===== src/rtl/register_file_if.sv =====
// Bus interface for the two-read / one-write register file.
// The master drives addresses and write data; the slave returns both operands and Ready.
interface register_file_if #(
  parameter int Bus_Width  = 16,
  parameter int Addr_Width = 3
);
  logic [Addr_Width-1:0] rd_addr_a;
  logic [Addr_Width-1:0] rd_addr_b;
  logic [Addr_Width-1:0] wr_addr;
  logic [Bus_Width-1:0]  wr_data;
  logic                  wr_en;
  logic [Bus_Width-1:0]  data_a;
  logic [Bus_Width-1:0]  data_b;
  logic                  ready;

  modport master (
    output rd_addr_a, rd_addr_b, wr_addr, wr_data, wr_en,
    input  data_a, data_b, ready
  );

  modport slave (
    input  rd_addr_a, rd_addr_b, wr_addr, wr_data, wr_en,
    output data_a, data_b, ready
  );
endinterface


===== src/rtl/register_file.sv =====
// Two-read / one-write MIPS register file with a post-reset clear sequencer (array has no reset).
// Optional macro REGFILE_WRITE_BYPASS_EN enables same-cycle write-through forwarding to both read ports.
module register_file #(
  parameter int Bus_Width  = 16,
  parameter int Addr_Width = 3
) (
  input logic            clk,
  input logic            rst,
  register_file_if.slave bus
);

  localparam int DEPTH = 2 ** Addr_Width;
  localparam logic [Addr_Width-1:0] ADDR_ZERO = {Addr_Width{1'b0}};
  localparam logic [Addr_Width-1:0] ADDR_ONE  = {{(Addr_Width-1){1'b0}}, 1'b1};
  localparam logic [Addr_Width-1:0] ADDR_LAST = {Addr_Width{1'b1}};
  localparam logic [Bus_Width-1:0]  DATA_ZERO = {Bus_Width{1'b0}};

  typedef enum logic [0:0] {
    ST_CLEAR = 1'b0,
    ST_RUN   = 1'b1
  } state_t;

  state_t                state_r;
  state_t                state_s;
  logic [Addr_Width-1:0] clr_cnt_r;
  logic [Addr_Width-1:0] clr_cnt_s;
  logic                  ready_r;
  logic                  ready_s;

  logic [Bus_Width-1:0]  mem_r [DEPTH];
  logic                  mem_we_s;
  logic [Addr_Width-1:0] mem_waddr_s;
  logic [Bus_Width-1:0]  mem_wdata_s;

  logic                  run_s;
  logic                  user_wr_s;
  logic [Bus_Width-1:0]  data_a_s;
  logic [Bus_Width-1:0]  data_b_s;

  assign run_s     = (state_r == ST_RUN);
  assign user_wr_s = run_s && bus.wr_en && (bus.wr_addr != ADDR_ZERO);

  // State, clear counter and Ready are the only flops that see reset.
  always_ff @(posedge clk) begin
    if (rst) begin
      state_r   <= ST_CLEAR;
      clr_cnt_r <= ADDR_ONE;
      ready_r   <= 1'b0;
    end else begin
      state_r   <= state_s;
      clr_cnt_r <= clr_cnt_s;
      ready_r   <= ready_s;
    end
  end

  // Next-state logic and selection of the single array write port (clear vs. user write).
  always_comb begin
    state_s     = state_r;
    clr_cnt_s   = clr_cnt_r;
    ready_s     = ready_r;
    mem_we_s    = 1'b0;
    mem_waddr_s = clr_cnt_r;
    mem_wdata_s = DATA_ZERO;
    case (state_r)
      ST_CLEAR: begin
        mem_we_s = 1'b1;
        if (clr_cnt_r == ADDR_LAST) begin
          // Counter holds at the last entry instead of wrapping.
          state_s = ST_RUN;
          ready_s = 1'b1;
        end else begin
          clr_cnt_s = clr_cnt_r + ADDR_ONE;
        end
      end
      ST_RUN: begin
        if (user_wr_s) begin
          mem_we_s    = 1'b1;
          mem_waddr_s = bus.wr_addr;
          mem_wdata_s = bus.wr_data;
        end else begin
          mem_we_s = 1'b0;
        end
      end
      default: begin
        state_s   = ST_CLEAR;
        clr_cnt_s = ADDR_ONE;
        ready_s   = 1'b0;
      end
    endcase
  end

  // Storage array: no reset so it can map onto distributed RAM; reset blocks any write.
  always_ff @(posedge clk) begin
    if (mem_we_s && !rst) begin
      mem_r[mem_waddr_s] <= mem_wdata_s;
    end
  end

  function automatic logic [Bus_Width-1:0] read_port(
    input logic [Addr_Width-1:0] addr
  );
    logic [Bus_Width-1:0] val;
    if (!run_s || (addr == ADDR_ZERO)) begin
      val = DATA_ZERO;
    end else begin
`ifdef REGFILE_WRITE_BYPASS_EN
      if (user_wr_s && (bus.wr_addr == addr)) begin
        val = bus.wr_data;
      end else begin
        val = mem_r[addr];
      end
`else
      val = mem_r[addr];
`endif
    end
    return val;
  endfunction

  // Zero-latency read ports; register 0 and the whole CLEAR phase read as zero.
  always_comb begin
    data_a_s = read_port(bus.rd_addr_a);
    data_b_s = read_port(bus.rd_addr_b);
  end

  assign bus.data_a = data_a_s;
  assign bus.data_b = data_b_s;
  assign bus.ready  = ready_r;

endmodule


===== src/flat_wrapper.sv =====
// flat-port wrapper written by rule: the top's interface ports become plain ports
module register_file_flat 
#(
  parameter int Bus_Width  = 16,
  parameter int Addr_Width = 3
)
  (clk, rst, bus_rd_addr_a, bus_rd_addr_b, bus_wr_addr, bus_wr_data, bus_wr_en, bus_data_a, bus_data_b, bus_ready);
  register_file_if #(.Bus_Width(Bus_Width), .Addr_Width(Addr_Width)) bus_i ();
  input logic clk;
  input logic rst;
  input wire logic [$bits(bus_i.rd_addr_a)-1:0] bus_rd_addr_a;
  input wire logic [$bits(bus_i.rd_addr_b)-1:0] bus_rd_addr_b;
  input wire logic [$bits(bus_i.wr_addr)-1:0] bus_wr_addr;
  input wire logic [$bits(bus_i.wr_data)-1:0] bus_wr_data;
  input wire logic [$bits(bus_i.wr_en)-1:0] bus_wr_en;
  output wire logic [$bits(bus_i.data_a)-1:0] bus_data_a;
  output wire logic [$bits(bus_i.data_b)-1:0] bus_data_b;
  output wire logic [$bits(bus_i.ready)-1:0] bus_ready;
  assign bus_i.rd_addr_a = bus_rd_addr_a;
  assign bus_i.rd_addr_b = bus_rd_addr_b;
  assign bus_i.wr_addr = bus_wr_addr;
  assign bus_i.wr_data = bus_wr_data;
  assign bus_i.wr_en = bus_wr_en;
  assign bus_data_a = bus_i.data_a;
  assign bus_data_b = bus_i.data_b;
  assign bus_ready = bus_i.ready;
  register_file #(.Bus_Width(Bus_Width), .Addr_Width(Addr_Width)) u_core (.clk(clk), .rst(rst), .bus(bus_i));
endmodule

===== config.mk =====
export PLATFORM = sky130hd
export DESIGN_NAME = register_file_flat
export DESIGN_NICKNAME = d
export VERILOG_FILES = /design/src/rtl/register_file_if.sv /design/src/rtl/register_file.sv /design/src/flat_wrapper.sv
export SDC_FILE = /design/constraint.sdc
export NUM_CORES = 1
export LEC_CHECK = 0
export CORE_UTILIZATION = 56
export CTS_CLUSTER_SIZE = 25
export DETAILED_ROUTE_END_ITERATION = 8
export GPL_ROUTABILITY_DRIVEN = 0
export PLACE_DENSITY = 0.8
export SLEW_MARGIN = 20
export SYNTH_ARGS = -nofsm -noshare
export SYNTH_HDL_FRONTEND = slang
export SYNTH_SLANG_ARGS = --single-unit

===== constraint.sdc =====
create_clock -name clk -period 3.75 [get_ports clk]
set_clock_uncertainty 0.15 [all_clocks]
set_input_delay 0.5625 -clock clk [delete_from_list [all_inputs] [get_ports clk]]
set_output_delay 0.5625 -clock clk [all_outputs]
set_load 0.1 [all_outputs]

[After elaboration in Yosys (flattened, before gate mapping)]
Memory sizes are Yosys's and may differ from the RTL's.
Cells that the tools add are included.
Operators by class
  reduce and logical (&&, ||, !) cells: 12
  multiplexer cells: 12
  equal/unequal tests: 1
  add/sub/neg operators: 1
  bitwise gates (word level): 2
Operators with widths (count)
  16-bit 2-to-1 mux: 4
  3-bit zero test: 2
  3-bit 2-to-1 mux: 2
  1-bit 2-to-1 mux: 5
  2-bit AND reduction: 2
  3-bit by 1-bit adder with 3-bit output, second input constant: 1
  3-bit equality test, second input constant: 1
  1-bit logical AND: 3
  3-bit nonzero test: 1
  1-bit zero test: 2
  1-bit logical OR: 2
  1-bit inverter: 2
  1-bit case mux with 2 select lines: 1
Word-level totals
  memories: 1
  bits in writable memories: 128
  output and inout bits: 33
  input port bits: 28
  register bits: 5
  word-level logic and storage cells: 32
Memory list
  u_core.mem_r: depth 8, width 16, rd ports 2, clocked after memory_dff 0, write ports 1, RTL line register_file.sv:30  | logic [Bus_Width-1:0] mem_r [DEPTH];

[Longest topological paths before layout]
  word-level depth: 7
  depth in mapped cells: 6
  mapped depth without buffers: 5

[Worst setup path after synthesis]
Ideal clock, no wire load.
  path kind: input-to-output
  start: in bus_rd_addr_a[1]
  end: out bus_data_a[10]
  required time: 3037 ps
  path buffers: 2
  path slack: -250 ps
  stages on the path: 5
  arrival: 3287 ps
  cell sequence: buf_4 > and2b_1 > buf_2 > a221oi_1 > nor3_1
Between the ends
  longest elaborated chain between the ends: 3
  elaborated cells between the ends (all ways): 4
  classes of those cells: mux: 1; reduce/logical: 2; memory: 1
RTL lines
  start, declared: RTL line flat_wrapper.sv:11  | input wire logic [$bits(bus_i.rd_addr_a)-1:0] bus_rd_addr_a;
  branches (longest 2 deep; another with memory 8 x 16 bit)
  16-bit 2-to-1 mux *: RTL line register_file.sv:103  | if (!run_s || (addr == ADDR_ZERO)) begin
  end, declared: RTL line flat_wrapper.sv:16  | output wire logic [$bits(bus_i.data_a)-1:0] bus_data_a;
Every way passes the cells marked *.

[Final worst setup path]
  start: reg u_core.state_r (netlist: u_core.run_s)
  end: out bus_data_a[6]
Between the ends
  longest elaborated chain between the ends: 3
RTL lines
  start, declared: RTL line register_file.sv:23  | state_t state_r;
  start signal, assigned: RTL line register_file.sv:50  | state_r <= state_s;
  1-bit zero test: RTL line register_file.sv:103
  1-bit logical OR: RTL line register_file.sv:103
  16-bit 2-to-1 mux: RTL line register_file.sv:103
Every way passes these cells.

==> run summary <==
Die width: 102.9 microns
Netlist Area Pre-Place: 5705 sq um
Number of synthesized flops with an enable pin: 112
Number of cells upsized or downsized after cts: 0
Post-DP HPWL: 8468 microns
Compound-Gate Fraction of Synth Area: 8.860%
# hold bufs at CTS: 0
Area growth, synth to finish: 29.74%
Power share of the clock group: 36.8%
Worst Setup Start Kind: register
TritonCTS clock tree: yes
Share of cells above drive strength 1: 38.74%
Minimum clock period: 3.110 ns
Area fraction of the dominant cell type after synthesis: 58.95%
Mux share of post-synthesis cell area: 19.08%
Num Clock Sinks: 117
DRT antenna net count: 0
Status: finished clean
Initial Utilization: 58.10%
FILL cells: 606
Placeable Area: 9819 sq um
Clock root cell: clkbuf_8
# H-tree levels: 4
Switching part of the total power: 29.25%
Final net count: 461
Simple-gate share of the synthesized area: 6.952%
Main flop type after synthesis: edfxtp_1
Cell accounting for the most synthesized area: edfxtp_1
Post-Route WL: 14,490 microns
Buffers on Ports: 60
Seq. cell area: 3463 sq um
Worst Setup End Kind: output port
Slew Limit Fails: 0
Via density per instance: 6.645
First-pass iteration count of the detailed router: 5
Reg2Reg Depth: 5
Final setup vio count: 0
Clk buf depth: 2
Die area: 10,600 sq um
GRT overflow: 0
Largest net degree at the start of global routing: 35
Synth cell types: 38
Synth top cells by count: edfxtp_1, nor2_1, mux4_2, mux2_2, a221oi_1
Die H: 102.9 microns
Initial antenna violation count: 0
IO Count: 61
Synthesized-area fraction occupied by adder cells: 0.4386%
Design Area, Final: 7402 sq um
Synthesis-stage register bit count: 117
Arrival time worst endpoint: 2.40 ns
Sequential share of power: 41.4%
Combinational fraction of design power: 21.8%
Post-Place Cell Area: 6850 sq um
Diode count: 0
Post-DR wirelength/cell: 25.12 microns
DR vias: 3,834
Multi-input gate area: 2138 sq um
# rows: 36
Sequential share of the synthesized area: 60.70%
FMAX: 0.3215 GHz
DR iter-0 viols: 266
TritonCTS buffer count: 17
Syn Inst Count: 363
Total number of yosys warnings: 0
Critical Path RT: 3.04 ns
RSZ-0062 raised after global routing: false
Post-synthesis async set-or-reset flop share: 0%
Worst slew margin: 35.53%
Max VDD drop: 0.4809 mV
Hold Path Depth: 2
Setup TNS: 0 ns
Switching power: 1.195 mW
Pwr per Cell Area: 551.7 nW/um^2
Mapped Nets: 393
Maxcap violations: 0
Largest family of logic cells by synthesized area: multiplexers
Postcts setup bufs: 0
Vias in the first global route: 4,009
Worst-path clk slew: 0.06 ns
Post-Synth XOR/XNOR Area: 0.1535%
Worst-Margin Slew: 0.9641 ns
Leak: 2.522 nW
Hold_ws: 0.3421 ns
Syn_area_per_cell: 15.72 sq um
DR DRC count: 0
Hold Fails Final Rpt: 0
First-pass GRT wire length: 22,130 microns
Largest cells by area after synthesis: edfxtp_1, mux4_2, mux2_2
Crit-path max FO: 15
Hold Crit Class: register to register
Skew-Pair Late Insertion Delay: 0.51 ns
Count leader, synth: edfxtp_1
Total GRT Usage: 29.93%
Pint: 2.889 mW
Period utilization: 82.95%
Crit Path Class: register to output port
Final Power: 4.084 mW
[cell families (layout without fill, tap and decap cells)]
group	Yosys count	count (layout)
simple gates	80	80
flops	117	117
mux	64	64
buf+inv	32	113
fa+ha+maj	2	2
xor+xnor	1	1
compound gates	67	67
[registers in the layout, summed over array words and instances (netlist names)]
signal / count
u_core.run_s: 1
u_core.bus.ready: 1
u_core.mem_r: 112
u_core.clr_cnt_r: 3
[cells in the final DEF, fill, tap and decap left out, types with 2 or more instances in the layout]
cell               n
a21oi_1            3
a221oi_1          29
a22o_2             2
a22oi_1            3
a31oi_1            2
and2_1            16
buf_12            34
buf_2              2
buf_4             16
bufinv_16          2
clkbuf_1           4
clkbuf_16         16
clkbuf_8           2
clkdlybuf4s50_1   26
clkinv_2           5
clkinvlp_4         2
dfxtp_1            5
edfxtp_1         112
ha_1               2
inv_1              2
mux2_2            30
mux2_4             2
mux4_2            32
nand2_1            4
nand3b_1           2
nor2_1            33
nor3_2            14
nor4_2             7
o211ai_1           3
o21ai_0            6
o21ai_1           14
[metrics by stage]
stage | util, % | worst slack (ns) | std cells
2_1_floorplan | - | 0.3165 | 363
3_3_place_gp | 69.76 | 0.7057 | 545
3_5_place_dp | 69.76 | 0.7104 | 545
4_1_cts | 75.38 | 0.6662 | 577
5_1_grt | 75.38 | 0.5395 | 577
6_report | 75.38 | 0.6395 | 577
[layer usage]
| layer | GRT usage [%] | part of all wire (%) |
|---|---|---|
| met2 | 50.36 | 53 |
| met5 | 0 | 0 |
| met3 | 8.000 | 8.3 |
| met1 | 35.84 | 36 |
| met4 | 14.95 | 2.8 |
[path summary, 6_finish.rpt]
path                            startpoint  slack [ns]                            end
min          u_core.bus.ready$_SDFFE_PP0P_        0.34  u_core.bus.ready$_SDFFE_PP0P_
min reg2reg  u_core.bus.ready$_SDFFE_PP0P_        0.34  u_core.bus.ready$_SDFFE_PP0P_
max                u_core.run_s$_SDFF_PP0_        0.64                  bus_data_a[6]
max reg2reg        u_core.run_s$_SDFF_PP0_        1.17  u_core.mem_r[5][14]$_DFFE_PP_
[cell type report]
| class | count | area share [%] |
|---|---|---|
| well taps | 133 | 2.248 |
| inverters | 3 | 0.1521 |
| clock buffers | 22 | 5.984 |
| repair buffers | 78 | 14.47 |
| flip-flops and latches | 117 | 46.79 |
| clock inverters | 10 | 1.471 |
| multi-input cells | 214 | 28.89 |
[power groups by stage]
stage          logic [mW]  clock network (mW)  registers, mW
6_report            0.890                1.50           1.69
5_1_grt             0.942                1.57           1.70
4_1_cts             0.891                1.51           1.69
3_5_place_dp        0.882                   0           1.71
3_3_place_gp        0.858                   0           1.69
2_1_floorplan       0.568                   0           1.69
[critical path, cell delays in order (launching register included)]
cell and delay (ns):
dfxtp_1 0.65, inv_1 0.56, nor3_2 0.45, buf_12 0.22
Note: power is estimated with default switching activity, not from simulation.
